## src/rtl/mem_sched.sv

```systemverilog
// Memory-port scheduler: arbitrates I/D loads and a posted writeback FIFO
// onto one memory command slot and routes tagged answers to their owners.
module mem_sched #(
    parameter int DEPTH    = 15,
    parameter int WB_DEPTH = 4,
    parameter int IDX_W    = 30,
    parameter int BLK_W    = 64,
    localparam int TAG_W   = $clog2(DEPTH + 1)
) (
    input  logic             clock,
    input  logic             reset,
    input  logic             ic_req,
    input  logic [IDX_W-1:0] ic_idx,
    output logic             ic_ack,
    output logic [TAG_W-1:0] ic_ack_tag,
    output logic             ic_ans,
    output logic [TAG_W-1:0] ic_ans_tag,
    output logic [BLK_W-1:0] ic_ans_blk,
    input  logic             dc_req,
    input  logic [IDX_W-1:0] dc_idx,
    output logic             dc_ack,
    output logic [TAG_W-1:0] dc_ack_tag,
    output logic             dc_ans,
    output logic [TAG_W-1:0] dc_ans_tag,
    output logic [BLK_W-1:0] dc_ans_blk,
    input  logic             ev_valid,
    input  logic [IDX_W-1:0] ev_idx,
    input  logic [BLK_W-1:0] ev_blk,
    output logic             ev_ready,
    output logic [1:0]       mem_cmd,
    output logic [IDX_W-1:0] mem_idx,
    output logic [BLK_W-1:0] mem_blk,
    input  logic [TAG_W-1:0] mem_ack,
    input  logic [TAG_W-1:0] mem_ans_tag,
    input  logic [BLK_W-1:0] mem_ans_blk,
    output logic             idle
);

    localparam int PTR_W = $clog2(WB_DEPTH);
    localparam int CNT_W = PTR_W + 1;
    localparam int NT    = 1 << TAG_W;

    localparam logic [1:0] CMD_NONE  = 2'd0;
    localparam logic [1:0] CMD_LOAD  = 2'd1;
    localparam logic [1:0] CMD_STORE = 2'd2;

    localparam logic [1:0] OWN_IC = 2'd0;
    localparam logic [1:0] OWN_DC = 2'd1;
    localparam logic [1:0] OWN_WB = 2'd2;

    logic [IDX_W-1:0] wb_idx_q [WB_DEPTH];
    logic [IDX_W-1:0] wb_idx_d [WB_DEPTH];
    logic [BLK_W-1:0] wb_blk_q [WB_DEPTH];
    logic [BLK_W-1:0] wb_blk_d [WB_DEPTH];
    logic [PTR_W-1:0] head_q, head_d;
    logic [PTR_W-1:0] tail_q, tail_d;
    logic [CNT_W-1:0] count_q, count_d;

    logic [NT-1:0] vld_q, vld_d;
    logic [1:0]    who_q [NT];
    logic [1:0]    who_d [NT];
    logic          rr_q, rr_d;

    logic             ic_ans_q, ic_ans_d;
    logic [TAG_W-1:0] ic_ans_tag_q, ic_ans_tag_d;
    logic [BLK_W-1:0] ic_ans_blk_q, ic_ans_blk_d;
    logic             dc_ans_q, dc_ans_d;
    logic [TAG_W-1:0] dc_ans_tag_q, dc_ans_tag_d;
    logic [BLK_W-1:0] dc_ans_blk_q, dc_ans_blk_d;

    logic             ic_haz, dc_haz;
    logic [PTR_W-1:0] off;
    logic             full, empty;
    logic             grant_ic, grant_dc, is_store;
    logic             acc, push, pop;

    assign full     = (count_q == CNT_W'(WB_DEPTH));
    assign empty    = (count_q == '0);
    assign ev_ready = (count_q < CNT_W'(WB_DEPTH));
    assign idle     = empty && (vld_q == '0);

    // Only occupied slots (offset from head below count) can hazard a load.
    always_comb begin
        ic_haz = 1'b0;
        dc_haz = 1'b0;
        off    = '0;
        for (int i = 0; i < WB_DEPTH; i++) begin
            off = PTR_W'(i) - head_q;
            if ({1'b0, off} < count_q) begin
                if (ic_req && wb_idx_q[i] == ic_idx) ic_haz = 1'b1;
                if (dc_req && wb_idx_q[i] == dc_idx) dc_haz = 1'b1;
            end
        end
    end

    always_comb begin
        grant_ic = 1'b0;
        grant_dc = 1'b0;
        is_store = 1'b0;
        if (full || ic_haz || dc_haz) begin
            is_store = 1'b1;
        end else if (ic_req && dc_req) begin
            grant_ic = rr_q;
            grant_dc = !rr_q;
        end else if (dc_req) begin
            grant_dc = 1'b1;
        end else if (ic_req) begin
            grant_ic = 1'b1;
        end else if (!empty) begin
            is_store = 1'b1;
        end

        mem_cmd = CMD_NONE;
        mem_idx = '0;
        mem_blk = '0;
        if (is_store) begin
            mem_cmd = CMD_STORE;
            mem_idx = wb_idx_q[head_q];
            mem_blk = wb_blk_q[head_q];
        end else if (grant_ic) begin
            mem_cmd = CMD_LOAD;
            mem_idx = ic_idx;
        end else if (grant_dc) begin
            mem_cmd = CMD_LOAD;
            mem_idx = dc_idx;
        end

        acc        = (mem_cmd != CMD_NONE) && (mem_ack != '0);
        ic_ack     = grant_ic && acc;
        dc_ack     = grant_dc && acc;
        ic_ack_tag = ic_ack ? mem_ack : '0;
        dc_ack_tag = dc_ack ? mem_ack : '0;
        push       = ev_valid && ev_ready;
        pop        = is_store && acc;
    end

    always_comb begin
        wb_idx_d = wb_idx_q;
        wb_blk_d = wb_blk_q;
        head_d   = head_q;
        tail_d   = tail_q;
        count_d  = count_q + CNT_W'(push) - CNT_W'(pop);
        vld_d    = vld_q;
        who_d    = who_q;
        rr_d     = rr_q;

        ic_ans_d     = 1'b0;
        ic_ans_tag_d = '0;
        ic_ans_blk_d = '0;
        dc_ans_d     = 1'b0;
        dc_ans_tag_d = '0;
        dc_ans_blk_d = '0;

        if (push) begin
            wb_idx_d[tail_q] = ev_idx;
            wb_blk_d[tail_q] = ev_blk;
            tail_d = tail_q + PTR_W'(1);
        end
        if (pop) head_d = head_q + PTR_W'(1);

        if (ic_ack) rr_d = 1'b0;
        if (dc_ack) rr_d = 1'b1;

        if (mem_ans_tag != '0 && vld_q[mem_ans_tag]) begin
            vld_d[mem_ans_tag] = 1'b0;
            case (who_q[mem_ans_tag])
                OWN_IC: begin
                    ic_ans_d     = 1'b1;
                    ic_ans_tag_d = mem_ans_tag;
                    ic_ans_blk_d = mem_ans_blk;
                end
                OWN_DC: begin
                    dc_ans_d     = 1'b1;
                    dc_ans_tag_d = mem_ans_tag;
                    dc_ans_blk_d = mem_ans_blk;
                end
                default: ;
            endcase
        end

        // Allocation is applied last so a same-cycle reuse of a tag wins.
        if (acc) begin
            vld_d[mem_ack] = 1'b1;
            who_d[mem_ack] = grant_ic ? OWN_IC : (grant_dc ? OWN_DC : OWN_WB);
        end
    end

    always_ff @(posedge clock or posedge reset) begin
        if (reset) begin
            wb_idx_q     <= '{default: '0};
            wb_blk_q     <= '{default: '0};
            head_q       <= '0;
            tail_q       <= '0;
            count_q      <= '0;
            vld_q        <= '0;
            who_q        <= '{default: '0};
            rr_q         <= 1'b0;
            ic_ans_q     <= 1'b0;
            ic_ans_tag_q <= '0;
            ic_ans_blk_q <= '0;
            dc_ans_q     <= 1'b0;
            dc_ans_tag_q <= '0;
            dc_ans_blk_q <= '0;
        end else begin
            wb_idx_q     <= wb_idx_d;
            wb_blk_q     <= wb_blk_d;
            head_q       <= head_d;
            tail_q       <= tail_d;
            count_q      <= count_d;
            vld_q        <= vld_d;
            who_q        <= who_d;
            rr_q         <= rr_d;
            ic_ans_q     <= ic_ans_d;
            ic_ans_tag_q <= ic_ans_tag_d;
            ic_ans_blk_q <= ic_ans_blk_d;
            dc_ans_q     <= dc_ans_d;
            dc_ans_tag_q <= dc_ans_tag_d;
            dc_ans_blk_q <= dc_ans_blk_d;
        end
    end

    assign ic_ans     = ic_ans_q;
    assign ic_ans_tag = ic_ans_tag_q;
    assign ic_ans_blk = ic_ans_blk_q;
    assign dc_ans     = dc_ans_q;
    assign dc_ans_tag = dc_ans_tag_q;
    assign dc_ans_blk = dc_ans_blk_q;

endmodule

```

## config.mk

```make
export PLATFORM = sky130hd
export DESIGN_NAME = mem_sched
export DESIGN_NICKNAME = d
export VERILOG_FILES = /design/src/rtl/mem_sched.sv
export SDC_FILE = /design/constraint.sdc
export NUM_CORES = 1
export LEC_CHECK = 0
export ABC_AREA = 1
export CAP_MARGIN = 20
export CORE_AREA = 3 3 247 200
export DETAILED_ROUTE_END_ITERATION = 10
export DIE_AREA = 0 0 250 203
export PLACE_DENSITY = 0.92
export SLEW_MARGIN = 5
export SYNTH_ARGS = -nofsm -noshare
export SYNTH_HDL_FRONTEND = slang
export SYNTH_SLANG_ARGS = --single-unit
```

## constraint.sdc

```tcl
create_clock -name clock -period 42.3 [get_ports clock]
set_input_delay 12.69 -clock clock [delete_from_list [all_inputs] [get_ports clock]]
set_output_delay 12.69 -clock clock [all_outputs]
set_load 0.02 [all_outputs]
```

==> impl_metrics.env <==
export IMPL_die_area_um2=50800
export IMPL_fillers=3331
export IMPL_cts_repair_resized=0
export IMPL_wl_um=88500
export IMPL_drcViolationCount=0
export IMPL_finalNetCount=3996
export IMPL_drive_gt1_share_pct=4.37
export IMPL_fin_crit_sh_pct=70.1
export IMPL_core_area_um2=47000
export IMPL_design_area_um2=34100
export IMPL_cts_root_buf="clkbuf_16"
export IMPL_hold_viol_final=0
export IMPL_io_pins=477
export IMPL_m1WireLength_um=33900
export IMPL_finalClockSkew_ns=0.0348
export IMPL_async_flop_share_pct=100
export IMPL_synth_cells=3393
export IMPL_vias=25900
export IMPL_p_leak_nw=16.4
export IMPL_firstDrtPassIters=6
export IMPL_clkTransAtPathRegs_ns=0.06
export IMPL_max_vdd_ir_drop_mv=0.0511
export IMPL_path_max_fanout=64
export IMPL_finalSetupViolCount=0
export IMPL_synth_most_common_cell="nand2_1"
export IMPL_synth_top_area_share_pct=52.3
export IMPL_routedWlPerCell_um=20.0
export IMPL_setup_worst_path_end_class="output port"
export IMPL_fp_dieW_um=250
export IMPL_drt_initial_drc_count=3754
export IMPL_ys_seq_area_share_pct=52.3
export IMPL_critPathKind="in2out"
export IMPL_track_usage_pct=34.0
export IMPL_cts_sinks=570
export IMPL_dr_max_layer_used="met5"
export IMPL_htree_num_levels=2
export IMPL_cts_made_buffers=55
export IMPL_dr_wl_met2_um=39900
export IMPL_dieHeight_um=203
export IMPL_timing_worst_slew_pin_value_ns=1.08
export IMPL_startpoint_type="input port"
export IMPL_dr_wl_met3_um=10700
export IMPL_viasPerCell=5.86
export IMPL_drv_slew=0
export IMPL_postCtsHoldBufs=0
export IMPL_start_util_pct=58.0
export IMPL_first_global_vias=24900
export IMPL_synth_nets=3635
export IMPL_netlist_top_cells_count="nand2_1, dfrtp_1, o21ai_0, inv_1, nor2_1"
export IMPL_post_place_ws_ns=12.86
export IMPL_fmax_mhz=33.7
export IMPL_dp_hpwl_um=58000
export IMPL_ys_warn_count=0
export IMPL_gr_total_overflow=0
export IMPL_dpl_cell_area_um2=32200
export IMPL_synth_ff_latch_count=570
export IMPL_holdWs_ns=0.391
export IMPL_layout_setup_ws_ns=12.65
export IMPL_post_cts_buffers=0
export IMPL_tns_ns=0
export IMPL_synth_area_um2=27300
export IMPL_gp_congestion=1.10
export IMPL_portBuffers=476
export IMPL_antenna_left=0
export IMPL_max_slew_margin_rel_pct=27.9
export IMPL_critPathRequiredTime_ns=29.61
export IMPL_synth_area_per_cell_um2=8.03
export IMPL_power_density_nw_per_um2=68.8
export IMPL_syn_to_final_growth_pct=25.3
export IMPL_rsz0062_at_grt="false"
export IMPL_grt_max_degree=137
export IMPL_insertion_delay_ns=0.62
export IMPL_cts_max_path_buffers=3
export IMPL_cts_tree="yes"
export IMPL_finalCriticalPeriod_ns=29.65
export IMPL_grt_antenna_before_repair=12
export IMPL_maxCapViolCount=0
export IMPL_ys_types=39
export IMPL_grt_pass1_wl_um=137000
export IMPL_synthTopCellsByArea="dfrtp_1, nand2_1, o21ai_0"
export IMPL_fin_util_pct=72.6
export IMPL_synth_edf_count=0
export IMPL_synth_largest_area_cell="dfrtp_1"
export IMPL_synthFlopType="dfrtp_1"
export IMPL_cp_arrival_ns=16.96
export IMPL_status="completed"
export IMPL_num_rows=71
export IMPL_min_path_type="reg2reg"
[layer usage]
layer,vias to the layer above,GRT usage (%)
li1,11600,-
met1,12300,46.0
met2,1725,51.9
met3,279,8.81
met4,10,15.6
met5,-,0
[final timing paths]
path / from / end / slack, ns / cells after the start
worst min-delay path: who_q[30]$_DFFE_PP0P_ / who_q[30]$_DFFE_PP0P_ / 0.39 / 0
max in group asynchronous: reset / dc_ans_blk[31]$_DFF_PP0_ / 27.03 / 4
worst min register to register: who_q[30]$_DFFE_PP0P_ / who_q[30]$_DFFE_PP0P_ / 0.39 / 0
worst max register to register: head_q[0]$_DFFE_PP0P_ / count_q[2]$_DFF_PP0_ / 35.83 / 27
min in group asynchronous: reset / wb_blk_q[188]$_DFFE_PP0P_ / 12.68 / 2
worst max-delay path: dc_idx[22] / mem_blk[4] / 12.65 / 16
[worst max-delay path: stages]
cell,delay (ns)
clkdlybuf4s50_1,0.72
xnor2_1,0.17
nand3_1,0.09
nor2_1,0.34
nand2_1,0.10
nor2_1,0.10
nand3_1,0.13
nand2_1,0.09
nor2_1,0.08
nor2_4,0.14
nor2_8,0.07
nand2_2,0.76
inv_2,0.03
buf_4,0.37
a31oi_1,0.39
clkdlybuf4s50_1,0.67
[flip-flops by register name, summed over array words and instances, names as in the netlist]
register / flops
ic_ans_blk: 64
dc_ans_tag: 4
count_q: 3
vld_q: 16
rr_q: 1
dc_ans: 1
dc_ans_blk: 64
tail_q: 2
wb_idx_q: 120
ic_ans_tag: 4
wb_blk_q: 256
ic_ans: 1
who_q: 32
head_q: 2
[where the power goes]
group          switching, W  internal, W
combinational      0.000594     0.000338
clock              0.000219     0.000300
sequential         0.000156     0.000741
[stage by stage]
step | total power [W] | instances
after CTS | 0.00232 | 4418
final | 0.00235 | 4426
after floorplan | 0.00144 | 3393
after global routing | 0.00247 | 4426
after detailed placement | 0.00179 | 4316
after global placement | 0.00176 | 4316
[cells in the final DEF (no fill, tap or decap), types with 3 or more instances in the layout]
cell / count
nor2_4: 4
buf_4: 22
o22ai_1: 47
clkbuf_16: 55
inv_2: 26
nor4_1: 4
inv_1: 328
dfrtp_1: 569
nor2_2: 3
nand2_2: 4
diode_2: 7
ha_1: 10
nor3_1: 16
o21ai_1: 30
nand2_4: 4
xor2_1: 54
a31oi_1: 46
clkbuf_1: 9
xnor2_1: 50
a221oi_1: 25
clkinv_1: 3
a21oi_1: 15
bufinv_16: 5
clkdlybuf4s50_1: 476
clkbuf_8: 16
a22oi_1: 52
or2_0: 3
o21ai_0: 427
nand3_1: 127
clkinv_2: 10
o211ai_1: 29
nand4_1: 44
nor2_1: 311
nand2_1: 954
[final cells by class]
| class | count | area, um2 | share of cell area [%] |
|---|---|---|---|
| antenna | 7 | 17.5 | 0.0513 |
| clock buffer | 80 | 1630 | 4.78 |
| clock inverter | 22 | 288 | 0.843 |
| inverter | 358 | 1350 | 3.96 |
| multi-input combinational | 2270 | 10900 | 31.8 |
| sequential | 570 | 14300 | 41.8 |
| tap | 620 | 776 | 2.27 |
| timing repair buffer | 499 | 4940 | 14.5 |
[cell families (layout without fill, tap and decap cells)]
kind of cell | count (synthesis) | in the layout | share of synthesized area [%]
AOI/OAI and AO/OA | 675 | 675 | 14.0
buffers and inverters | 553 | 959 | 7.99
DFF | 570 | 570 | 52.3
xor gates and xnor gates | 104 | 104 | 3.34
adders and majority gates | 11 | 11 | 0.533
other | 0 | 7 | 0
and+or+nand+nor | 1480 | 1480 | 21.8
Note: power is estimated with default switching activity, not from simulation.
